$ cat src/rtl/alu_share_arbiter.sv
// Purpose: shares one combinational ALU between two requesters.
//          Requester 0 is the execute stage. Requester 1 is the address/branch-target helper.
//          Round-robin arbitration is used, and the ALU result is registered and
//          returned on a single response channel that supports backpressure.
// Ports:
//   clk, rst_n                       clock; asynchronous active-low reset
//   req{0,1}_valid/_ready            per-requester handshake (ready is combinational)
//   req{0,1}_in_0/_in_1/_op          per-requester operands and op code
//   alu_in_0/alu_in_1/alu_operation  drive to the shared ALU (zero when idle)
//   alu_out                          shared ALU result
//   rsp_valid/rsp_ready              response handshake
//   rsp_id/rsp_data                  owning requester and registered result
module alu_share_arbiter #(
    parameter int unsigned XLEN = 32,
    parameter int unsigned OPW  = 4
) (
    input  logic            clk,
    input  logic            rst_n,
    input  logic            req0_valid,
    output logic            req0_ready,
    input  logic [XLEN-1:0] req0_in_0,
    input  logic [XLEN-1:0] req0_in_1,
    input  logic [OPW-1:0]  req0_op,
    input  logic            req1_valid,
    output logic            req1_ready,
    input  logic [XLEN-1:0] req1_in_0,
    input  logic [XLEN-1:0] req1_in_1,
    input  logic [OPW-1:0]  req1_op,
    output logic [XLEN-1:0] alu_in_0,
    output logic [XLEN-1:0] alu_in_1,
    output logic [OPW-1:0]  alu_operation,
    input  logic [XLEN-1:0] alu_out,
    output logic            rsp_valid,
    input  logic            rsp_ready,
    output logic            rsp_id,
    output logic [XLEN-1:0] rsp_data
);

    typedef enum logic {
        EMPTY = 1'b0,
        FULL  = 1'b1
    } state_t;

    state_t state;
    state_t state_nxt;
    logic   last_grant;
    logic   free_c;
    logic   grant_vld_c;
    logic   grant_id_c;

    // Response slot occupancy
    always_ff @(posedge clk or negedge rst_n) begin
        if (!rst_n) begin
            state <= EMPTY;
        end else begin
            state <= state_nxt;
        end
    end

    // Arbitration, ALU drive and next-state decision
    always_comb begin
        state_nxt     = state;
        free_c        = 1'b0;
        grant_vld_c   = 1'b0;
        grant_id_c    = 1'b0;
        req0_ready    = 1'b0;
        req1_ready    = 1'b0;
        alu_in_0      = '0;
        alu_in_1      = '0;
        alu_operation = '0;

        // The slot can take a new result if it is empty or being drained this cycle
        free_c = (state == EMPTY) || rsp_ready;

        if (free_c) begin
            if (req0_valid && req1_valid) begin
                grant_vld_c = 1'b1;
                grant_id_c  = ~last_grant;
            end else if (req0_valid) begin
                grant_vld_c = 1'b1;
                grant_id_c  = 1'b0;
            end else if (req1_valid) begin
                grant_vld_c = 1'b1;
                grant_id_c  = 1'b1;
            end
        end

        if (grant_vld_c) begin
            if (grant_id_c == 1'b0) begin
                req0_ready    = 1'b1;
                alu_in_0      = req0_in_0;
                alu_in_1      = req0_in_1;
                alu_operation = req0_op;
            end else begin
                req1_ready    = 1'b1;
                alu_in_0      = req1_in_0;
                alu_in_1      = req1_in_1;
                alu_operation = req1_op;
            end
        end

        case (state)
            EMPTY: begin
                if (grant_vld_c) begin
                    state_nxt = FULL;
                end
            end
            FULL: begin
                // A drain without a replacing accept empties the slot
                if (!grant_vld_c && rsp_ready) begin
                    state_nxt = EMPTY;
                end
            end
            default: state_nxt = EMPTY;
        endcase
    end

    // Result capture and round-robin history
    always_ff @(posedge clk or negedge rst_n) begin
        if (!rst_n) begin
            rsp_data   <= '0;
            rsp_id     <= 1'b0;
            last_grant <= 1'b1;
        end else if (grant_vld_c) begin
            rsp_data   <= alu_out;
            rsp_id     <= grant_id_c;
            last_grant <= grant_id_c;
        end
    end

    assign rsp_valid = (state == FULL);

endmodule
$ cat config.mk
export PLATFORM = sky130hd
export DESIGN_NAME = alu_share_arbiter
export DESIGN_NICKNAME = d
export VERILOG_FILES = /design/src/rtl/alu_share_arbiter.sv
export SDC_FILE = /design/constraint.sdc
export NUM_CORES = 1
export LEC_CHECK = 0
export BUFFER_PORTS_ARGS = -buffer_cell sky130_fd_sc_hd__buf_2
export CAP_MARGIN = 20
export CORE_AREA = 2 2 107 109
export CTS_BUF_LIST = sky130_fd_sc_hd__clkbuf_8
export CTS_CLUSTER_SIZE = 40
export DETAILED_ROUTE_END_ITERATION = 10
export DIE_AREA = 0 0 109 111
export GPL_ROUTABILITY_DRIVEN = 0
export GPL_TIMING_DRIVEN = 0
export HOLD_SLACK_MARGIN = 0.06
export MAX_ROUTING_LAYER = met4
export PLACE_DENSITY_LB_ADDON = 0.05
export SYNTH_ARGS = -nofsm -noshare
export SYNTH_HDL_FRONTEND = slang
export SYNTH_SLANG_ARGS = --single-unit
$ cat constraint.sdc
create_clock -name clk -period 1.63 [get_ports clk]
set_input_delay 0.326 -clock clk [delete_from_list [all_inputs] [get_ports clk]]
set_output_delay 0.326 -clock clk [all_outputs]
set_load 0.02 [all_outputs]
# Yosys cells after proc, flatten, opt, wreduce, memory -nomap -nowiden

Index checks and enable logic that the tools add are counted.

Flip-flop bits (word level): 35
Input bits: 173
Output and inout bits: 104

Multiplexer cells: 20
Bitwise logic cells: 2
Reductions and logical operators: 4

Operator list:

| operator                              | number |
|---|---|
| 32-bit 2-to-1 mux                     | 4 |
| 1-bit 2-to-1 mux                      | 13 |
| 4-bit 2-to-1 mux                      | 2 |
| 1-bit logical AND                     | 2 |
| 1-bit inverter                        | 2 |
| 1-bit one-hot mux with 2 select lines | 1 |
| 1-bit zero test                       | 1 |
| 1-bit logical OR                      | 1 |

# Longest topological paths before layout

Gate-level depths: netlist of the first run.

Depth in word-level cells: 8
Mapped depth: 6
Gate-level depth less buffers: 3

# Worst setup path after synthesis of the first run

OpenSTA, ideal clock, no wires.

Path type: flip-flop to output port
Start point: reg state (netlist: rsp_valid)
End point: out alu_in_0[24]
Data arrival time: 1,370 ps
Setup slack: -66 ps
Stages on the path, launching flop included: 6
Path buffers: 2
Cell sequence: dfrtp_1 -> nand2b_4 -> and3_1 -> buf_2 -> buf_2 -> a22o_1

Longest elaborated chain between the ends: 5
Elaborated cells between the ends (all ways): 6
Classes of those cells: mux: 4; bitwise: 1; reduce/logical: 1

Ends and longest elaborated chain:

| element                  | line | text |
|---|---|---|
| start: declaration       | 44   | `state_t state;` |
| start signal: assignment | 56   | `state <= state_nxt;` |
| 1-bit inverter (*)       | n/a  |  |
| 1-bit logical OR (*)     | 73   | `free_c = (state == EMPTY) \|\| rsp_ready;` |
| 1-bit 2-to-1 mux         | 75   | `if (free_c) begin` |
| 32-bit 2-to-1 mux        | 89   | `if (grant_id_c == 1'b0) begin` |
| 32-bit 2-to-1 mux (*)    | 88   | `if (grant_vld_c) begin` |
| end: declaration         | 29   | `output logic [XLEN-1:0] alu_in_0,` |

Mark *: on every way between the ends. The rest lies on a longest branch, timed or not.

# Worst setup path after layout of the first run

Start point: reg last_grant
End point: out alu_in_0[20]

Longest elaborated chain between the ends: 5

Ends and longest elaborated chain:

| element                  | line | text |
|---|---|---|
| start: declaration       | 46   | `logic last_grant;` |
| start signal: assignment | 127  | `last_grant <= grant_id_c;` |
| 1-bit inverter           | 78   | `grant_id_c = ~last_grant;` |
| 1-bit 2-to-1 mux         | 76   | `if (req0_valid && req1_valid) begin` |
| 1-bit 2-to-1 mux         | 75   |  |
| 32-bit 2-to-1 mux        | 89   |  |
| 32-bit 2-to-1 mux        | 88   |  |

No other way between the ends.

==> metrics.cfg, run 1 <==
[pwr]
leakage_nw=2.36
p_seq_frac=0.313
clock_power_share=0.189
powerDensity_nw_per_um2=748
cellInternalPower_mw=2.15
power_switching_mw=1.20
power.share.switching=0.357
total_power_mw=3.35
combPwrFrac=0.498
ir_worst_vdd_mv=0.543

[grt]
grt-ovfl-total=0
grt_pass1_vias=2649
grt_max_degree=36
grt_first_pass_wirelength_mm=15.1
antenna_found_initial=1
grt_usage=0.172

[floorplan]
io_pins=277
start_util=0.183
fp.dieW_um=109
core-area_um2=11100
fp.dieArea_um2=12100
num_rows=39
die_y_um=111

[detailed_routing]
first_pass_iters=4
detail-route-antenna-nets=0
vias=2627
drt-vias-per-instance=4.38
wl_per_cell_um=18.1
drc=0
drt_iter0_drc=135
drt-total-wl_mm=10.9

[clocking]
numCtsBuffers=5
clk_pin_slew_ns=0.08
cts_tree=done
cts_sinks=35
htreeDepth=2
cts_buffer_depth=2
cts_root_buffer=clkbuf_8
insertion_delay_ns=0.29

[flow_run]
max_cap_viol_count=0

[synth]
syn_area_um2=2030
synth_nets=338
seq_area_frac_synth=0.433
avgSynthCellArea_um2=12.3
ys_ff_latch=35
syn_inst=165
yosys_warnings=0
yosysUniqueCellTypes=15

[sta]
setup_slack_ns=-0.429
holdWs_ns=0.130
timing.final.hold_violations=0
finalSetupTns_ns=-27.33
period_needed_ns=2.06
drv_slew=0
setup_viol=70
fin_crit_sh=1.26
fin_skew_ns=0.0120
clock.fmax_mhz=486
rsz0062_at_grt=true
worstMarginPinSlew_ns=0.822
slew_headroom=0.452

[final_layout]
drive_gt1_frac=0.796
syn_to_final_growth_pct=121
final_cell_count_no_fill=600
stdcell_area_um2=4470
final_nets=628
fillers=1125
fin_util=0.404

[hold_path]
min_path_type=in -> async

[placement]
post-place-ws_ns=-0.285
placed_area_um2=3720
dpl.hpwl_mm=8.86
dpl.cell_count=584
port_buffers=276

[worst_setup_path]
worstPathCellList=nand2_1, and3_4, buf_12, clkbuf_16, a22o_1, buf_6
crit_required_ns=1.30
end_kind=output port
critPathMaxFanout=6
start_kind=flop
slowest_delay_ns=0.54
crit_path_top_delay_cell=dfstp_2
critPathKind=reg -> out
arrival_ns=1.73

[outcome]
outcome=finished, violations left
violations=negative setup slack

-- registers in the layout, summed over array words and instances, names as in the netlist --
signal      cells
rsp_valid       1
rsp_data       32
last_grant      1
rsp_id          1
-- worst paths after layout --
kind                             startpoint      endpoint  slack [ns]  cells after the start
worst max-delay path             last_grant  alu_in_0[20]       -0.43                      6
min in group clk                alu_out[25]  rsp_data[25]        0.26                      2
max in group asynchronous             rst_n     rsp_valid        0.92                      1
worst min register to register       rsp_id        rsp_id        0.50                      1
worst max register to register    rsp_valid  rsp_data[12]        0.19                      4
worst min-delay path                  rst_n  rsp_data[15]        0.13                      1
-- synth_stat cells --
library cell / count / area, um2
nand2b_1: 1 / 6.26
dfrtp_1: 34 / 851
buf_6: 3 / 33.8
o21ai_0: 1 / 5.00
mux2_2: 32 / 360
a22o_1: 68 / 596
buf_2: 13 / 65.1
buf_4: 3 / 22.5
dfstp_2: 1 / 26.3
nand2b_4: 1 / 13.8
nand2_1: 2 / 7.51
a21o_1: 2 / 15.0
o21a_1: 1 / 7.51
nor2_1: 1 / 3.75
and3_1: 2 / 12.5
-- worst max-delay path, delay by kind of cell, from the launching register on --
kind / cells / cell delay (ns)
and+or+nand+nor: 2 / 0.24
buffers and inverters: 3 / 0.43
DFF: 1 / 0.54
AOI/OAI and AO/OA: 1 / 0.23
-- per-layer routing --
layer  global-route usage  vias up  share of wire  wire length (um)
met5                    -        -              0                 0
met4               0.0265        0         0.0033                36
met3               0.0400        4          0.086               938
met2                0.312      131           0.53              5720
met1                0.192     1251           0.38              4170
li1                     -     1241              -                 -
-- cell type report --
cell class / instances / area [um2] / area share
Antenna cell: 1 / 2.50 / 0.000560
Sequential cell: 35 / 878 / 0.196
Timing Repair Buffer: 285 / 1930 / 0.432
Buffer: 17 / 214 / 0.0478
Clock inverter: 3 / 20.0 / 0.00448
Clock buffer: 5 / 68.8 / 0.0154
Tap cell: 143 / 179 / 0.0400
Multi-Input combinational cell: 111 / 1180 / 0.263
-- placed cells by master, fill, tap and decap left out, drive strengths merged --
cell type | netlist | routed
a22o | 68 | 68
a21o | 2 | 2
o21ai | 1 | 1
and3 | 2 | 2
buf | 19 | 300
dfstp | 1 | 1
clkinv | 0 | 1
nor2 | 1 | 1
dfrtp | 34 | 34
o21a | 1 | 1
clkbuf | 0 | 7
diode | 0 | 1
mux2 | 32 | 32
nand2b | 2 | 2
nand2 | 2 | 2
clkinvlp | 0 | 2
-- power by group through the flow --
stage | combinational, mW | sequential [mW] | clock [mW]
2_1_floorplan | 0.637 | 1.21 | 0
3_3_place_gp | 1.37 | 1.06 | 0
3_5_place_dp | 1.37 | 1.06 | 0
4_1_cts | 1.62 | 1.05 | 0.656
5_1_grt | 1.77 | 1.06 | 0.699
6_report | 1.67 | 1.05 | 0.632
-- timing repair --
item,CTS,global route
endpoints found under the setup margin,70,70
hold buffers,0,0
gates cloned,4,1
pin swaps,31,27
gates resized for setup,135,37
setup buffers,4,0
-- logic make-up after synthesis --
kind of cell           synth area share
AO/OA/AOI/OAI                     0.308
flip-flops                        0.433
multiplexers                      0.178
buffers and inverters            0.0599
AND/OR/NAND/NOR                  0.0216
(Power assumes the default switching activity.)
==> run 2: changes to the inputs <==
--- a/config.mk
+++ b/config.mk
@@ -6,7 +6,6 @@
 export NUM_CORES = 1
 export LEC_CHECK = 0
 export BUFFER_PORTS_ARGS = -buffer_cell sky130_fd_sc_hd__buf_2
-export CAP_MARGIN = 20
 export CORE_AREA = 2 2 107 109
 export CTS_BUF_LIST = sky130_fd_sc_hd__clkbuf_8
 export CTS_CLUSTER_SIZE = 40
@@ -17,6 +16,7 @@
 export HOLD_SLACK_MARGIN = 0.06
 export MAX_ROUTING_LAYER = met4
 export PLACE_DENSITY_LB_ADDON = 0.05
+export SETUP_SLACK_MARGIN = 0.15
 export SYNTH_ARGS = -nofsm -noshare
 export SYNTH_HDL_FRONTEND = slang
 export SYNTH_SLANG_ARGS = --single-unit
==> metrics.cfg, run 2 (synthesized netlist as in run 1, its figures left out) <==
[pwr]
powerDensity_nw_per_um2=729
ir_worst_vdd_mv=0.515
cellInternalPower_mw=2.19
power.share.switching=0.351
clock_power_share=0.181
combPwrFrac=0.509
p_seq_frac=0.311
power_switching_mw=1.18
leakage_nw=2.45

[clocking]
htreeDepth=2
cts_root_buffer=clkbuf_8
postCtsHoldBufs=0
cts_tree=done
insertion_delay_ns=0.28
cts_sinks=35
numCtsBuffers=5
clk_pin_slew_ns=0.07
cts_buffer_depth=2

[sta]
fin_skew_ns=0.00235
slew_headroom=0.466
drv_slew=0
worstMarginPinSlew_ns=0.801
period_needed_ns=2.06
timing.final.hold_violations=0
setup_slack_ns=-0.426
fin_crit_sh=1.26
rsz0062_at_grt=true
setup_viol=70
clock.fmax_mhz=486

[detailed_routing]
routed.top_layer=met4
drt-total-wl_mm=10.8
wl_met3_um=977
drt_iter0_drc=64
detail-route-antenna-nets=0
first_pass_iters=4
vias=2688
wl_per_cell_um=17.7
drc=0
drt-vias-per-instance=4.42
wl_met2_mm=5.55
wl_met1_mm=4.06

[final_layout]
multi_input_area_um2=1210
fin_util=0.418
fillers=1115
largest_register=rsp_data
seq_area_um2=878
stdcell_area_um2=4630
final_cell_count_no_fill=608
syn_to_final_growth_pct=129
final_nets=634
layout_commonest_cell=buf_2
drive_gt1_frac=0.807
final_cell_mix=buf_2, buf_6, a22o_1
largest_reg_flops=32

[floorplan]
core-area_um2=11100
num_rows=39
die_y_um=111
start_util=0.183
fp.dieArea_um2=12100
io_pins=277
fp.dieW_um=109

[grt]
grt-ovfl-total=0
grt_pass1_vias=2655
grt_max_degree=36
grt_first_pass_wirelength_mm=14.8
grt_usage=0.164
antenna_found_initial=3

[worst_setup_path]
reg2reg_slack_ns=0.08
crit_required_ns=1.30
start_kind=flop
critPathKind=reg -> out
cp-endpoint=alu_in_0[12]
critPathMaxFanout=10
arrival_ns=1.73
r2r_start=last_grant
r2r-end=rsp_id
crit_path_start=last_grant
end_kind=output port
reg2regPathDepth=7

[placement]
dpl.cell_count=584
dpl.hpwl_mm=8.97
placed_area_um2=3790
port_buffers=276

[outcome]
outcome=finished, violations left
violations=negative setup slack

[hold_path]
min_path_type=in -> async

[flow_run]
max_cap_viol_count=0

## run 2: timing repair
action                                  4_1_cts  5_1_grt
resized for setup                            60      100
endpoints found under the setup margin       70      100
endpoints found under the hold margin         0        0
pin swaps                                     4       36
setup buffers                                 2        4
gates cloned                                  1        6
## run 2: metal layers
| layer | vias up | global-route usage |
|---|---|---|
| met5 | - | - |
| met4 | 0 | 0.0521 |
| met3 | 14 | 0.0523 |
| met2 | 140 | 0.285 |
| met1 | 1280 | 0.175 |
| li1 | 1254 | - |
## run 2: worst min path at each step
stage | endpoint | from
finish | rsp_data[15] | rst_n
global route | rsp_data[15] | rst_n
CTS | rsp_data[16] | rst_n
detailed placement | rsp_id | rsp_id
global placement | rsp_id | rsp_id
floorplan | rsp_data[0] | rst_n
## run 2: power groups by stage
stage                     sequential [mW]  combinational [mW]  clock, mW
after floorplan                      1.21               0.662          0
after global placement               1.06                1.39          0
after detailed placement             1.07                1.39          0
after CTS                            1.05                1.51      0.633
after global routing                 1.07                1.81      0.688
final                                1.05                1.72      0.610
## run 2: critical path: stages (launching register included)
cell     delay (ns)
dfstp_2        0.54
nand2_1        0.05
and3_4         0.17
buf_12         0.15
buf_8          0.14
a22o_4         0.27
buf_6          0.13
## run 2: through the flow
step / setup TNS, ns / hold slack [ns] / worst slack, ns / power (mW)
3_3_place_gp: -11.82 / 0.463 / -0.255 / 2.45
6_report: -26.77 / 0.126 / -0.426 / 3.37
2_1_floorplan: 0 / 0.0304 / 0.0174 / 1.87
3_5_place_dp: -11.86 / 0.465 / -0.255 / 2.46
5_1_grt: -30.73 / 0.182 / -0.477 / 3.57
4_1_cts: -29.05 / 0.155 / -0.449 / 3.19
## run 2: cell type report
class | count | area share
flip-flops and latches | 35 | 0.190
well taps | 143 | 0.0386
plain buffers | 19 | 0.0576
clock buffers | 5 | 0.0149
multi-input cells | 111 | 0.262
clock inverters | 3 | 0.00351
repair buffers | 289 | 0.432
diodes | 3 | 0.00162
==> run 3: changes to the inputs <==
--- a/config.mk
+++ b/config.mk
@@ -12,7 +12,6 @@
 export DETAILED_ROUTE_END_ITERATION = 10
 export DIE_AREA = 0 0 109 111
 export GPL_ROUTABILITY_DRIVEN = 0
-export GPL_TIMING_DRIVEN = 0
 export HOLD_SLACK_MARGIN = 0.06
 export MAX_ROUTING_LAYER = met4
 export PLACE_DENSITY_LB_ADDON = 0.05
==> metrics.cfg, run 3 (synthesized netlist as in run 1, its figures left out) <==
[detailed_routing]
drc=0
drt-vias-per-instance=4.51
wl_per_cell_um=18.9
drt-total-wl_mm=11.3
detail-route-antenna-nets=0
drt_iter0_drc=85
vias=2685
first_pass_iters=4

[grt]
grt_first_pass_wirelength_mm=15.3
grt_max_degree=25
grt_usage=0.174
grt_pass1_vias=2600
grt-ovfl-total=0
antenna_found_initial=2

[worst_setup_path]
start_kind=flop
crit_path_top_delay_cell=dfstp_2
crit_buf_inv=2
worstPathCellList=nand2_1, and3_4, buf_12, a22o_4, buf_2
slowest_delay_ns=0.54
cp.depth=5
critical_path.top_delay_family=flip-flops
reg2regPathDepth=5
critPathKind=reg -> out
end_kind=output port
critPathMaxFanout=21
crit_required_ns=1.30
arrival_ns=1.71

[clocking]
cts_setup_buffers=0
cts_buffer_depth=2
clk_pin_slew_ns=0.08
numCtsBuffers=5
cts_sinks=35
cts_root_buffer=clkbuf_8
cts_tree=done
htreeDepth=2
insertion_delay_ns=0.29

[sta]
holdWs_ns=0.264
clock.fmax_mhz=492
rsz0062_at_grt=true
fin_skew_ns=0.00929
setup_viol=70
timing.final.hold_violations=0
drv_slew=0
slew_headroom=0.727
fin_crit_sh=1.25
worstMarginPinSlew_ns=0.409
period_needed_ns=2.03
setup_slack_ns=-0.401
finalSetupTns_ns=-24.33

[pwr]
powerDensity_nw_per_um2=743
total_power_mw=3.33
ir_worst_vdd_mv=0.475
leakage_nw=2.37

[placement]
dpl.cell_count=577
port_buffers=276
post-place-ws_ns=-0.168
dpl.hpwl_mm=8.76

[outcome]
violations=negative setup slack
outcome=finished, violations left

[floorplan]
io_pins=277
die_y_um=111
fp.dieW_um=109
start_util=0.183
core-area_um2=11100
num_rows=39
fp.dieArea_um2=12100

[final_layout]
largest_register=rsp_data
layout_commonest_cell=buf_2
syn_to_final_growth_pct=121
largest_reg_flops=32
final_nets=622
drive_gt1_frac=0.800
final_cell_mix=buf_2, buf_6, a22o_1
final_cell_count_no_fill=595

[hold_path]
min_path_type=in -> reg
hold_depth=2

[flow_run]
max_cap_viol_count=0

-- run 3: cell types whose count changed in the layout (fill, tap and decap cells not counted) --
cell / before / now
buf_8: 7 / 3
buf_2: 216 / 214
o21a_2: 1 / 0
buf_16: 1 / 3
clkbuf_16: 6 / 3
buf_4: 10 / 6
o21a_4: 0 / 1
buf_12: 7 / 5
dlygate4sd3_1: 0 / 1
diode_2: 3 / 2
-- run 3: where the power goes --
group          internal, mW  leakage [nW]  total (mW)  switching (mW)
registers             0.991         0.405        1.05          0.0563
logic                 0.860          1.92        1.67           0.808
clock network         0.292        0.0453       0.615           0.322
-- run 3: layout make-up --
type	instances	area [um2]
Tap cell	143	179
Fill cell	1105	6590
Clock inverter	3	16.3
Multi-Input combinational cell	111	1220
Antenna cell	2	5.00
Sequential cell	35	878
Timing Repair Buffer	296	2120
Clock buffer	5	68.8
-- run 3: worst reg2reg max path, delay by kind of cell, from the launching register on --
| kind | cells | cell delay, ns |
|---|---|---|
| and+or+nand+nor | 1 | 0.08 |
| muxes | 1 | 0.34 |
| AOI/OAI and AO/OA | 1 | 0.17 |
| buffers and inverters | 2 | 0.28 |
| DFF | 1 | 0.42 |
-- run 3: path summary, 6_finish.rpt --
path,start,to,slack [ns]
min in group asynchronous,rst_n,rsp_data[0],0.49
max in group asynchronous,rst_n,last_grant,0.61
max,last_grant,alu_in_0[18],-0.40
max reg2reg,rsp_valid,rsp_data[16],0.22
min,alu_out[4],rsp_data[4],0.26
min reg2reg,rsp_id,rsp_id,0.49
-- run 3: repair_timing --
action,4_1_cts,5_1_grt
resized for setup,91,44
gates cloned,3,4
pin swaps,1,3
hold buffers,1,0
setup endpoints to repair,71,98
hold endpoints to repair,15,0
-- run 3: metrics by stage --
stage,area (um2),utilization
floorplan,2230,-
global placement,3800,0.343
detailed placement,3800,0.343
CTS,4240,0.382
global route,4480,0.405
finish,4480,0.405
-- run 3: layer usage --
layer	share of wire	routed length [um]	track usage
met1	0.39	4420	0.198
met2	0.52	5890	0.311
met3	0.076	851	0.0394
met4	0.0099	112	0.0308
met5	0	0	-
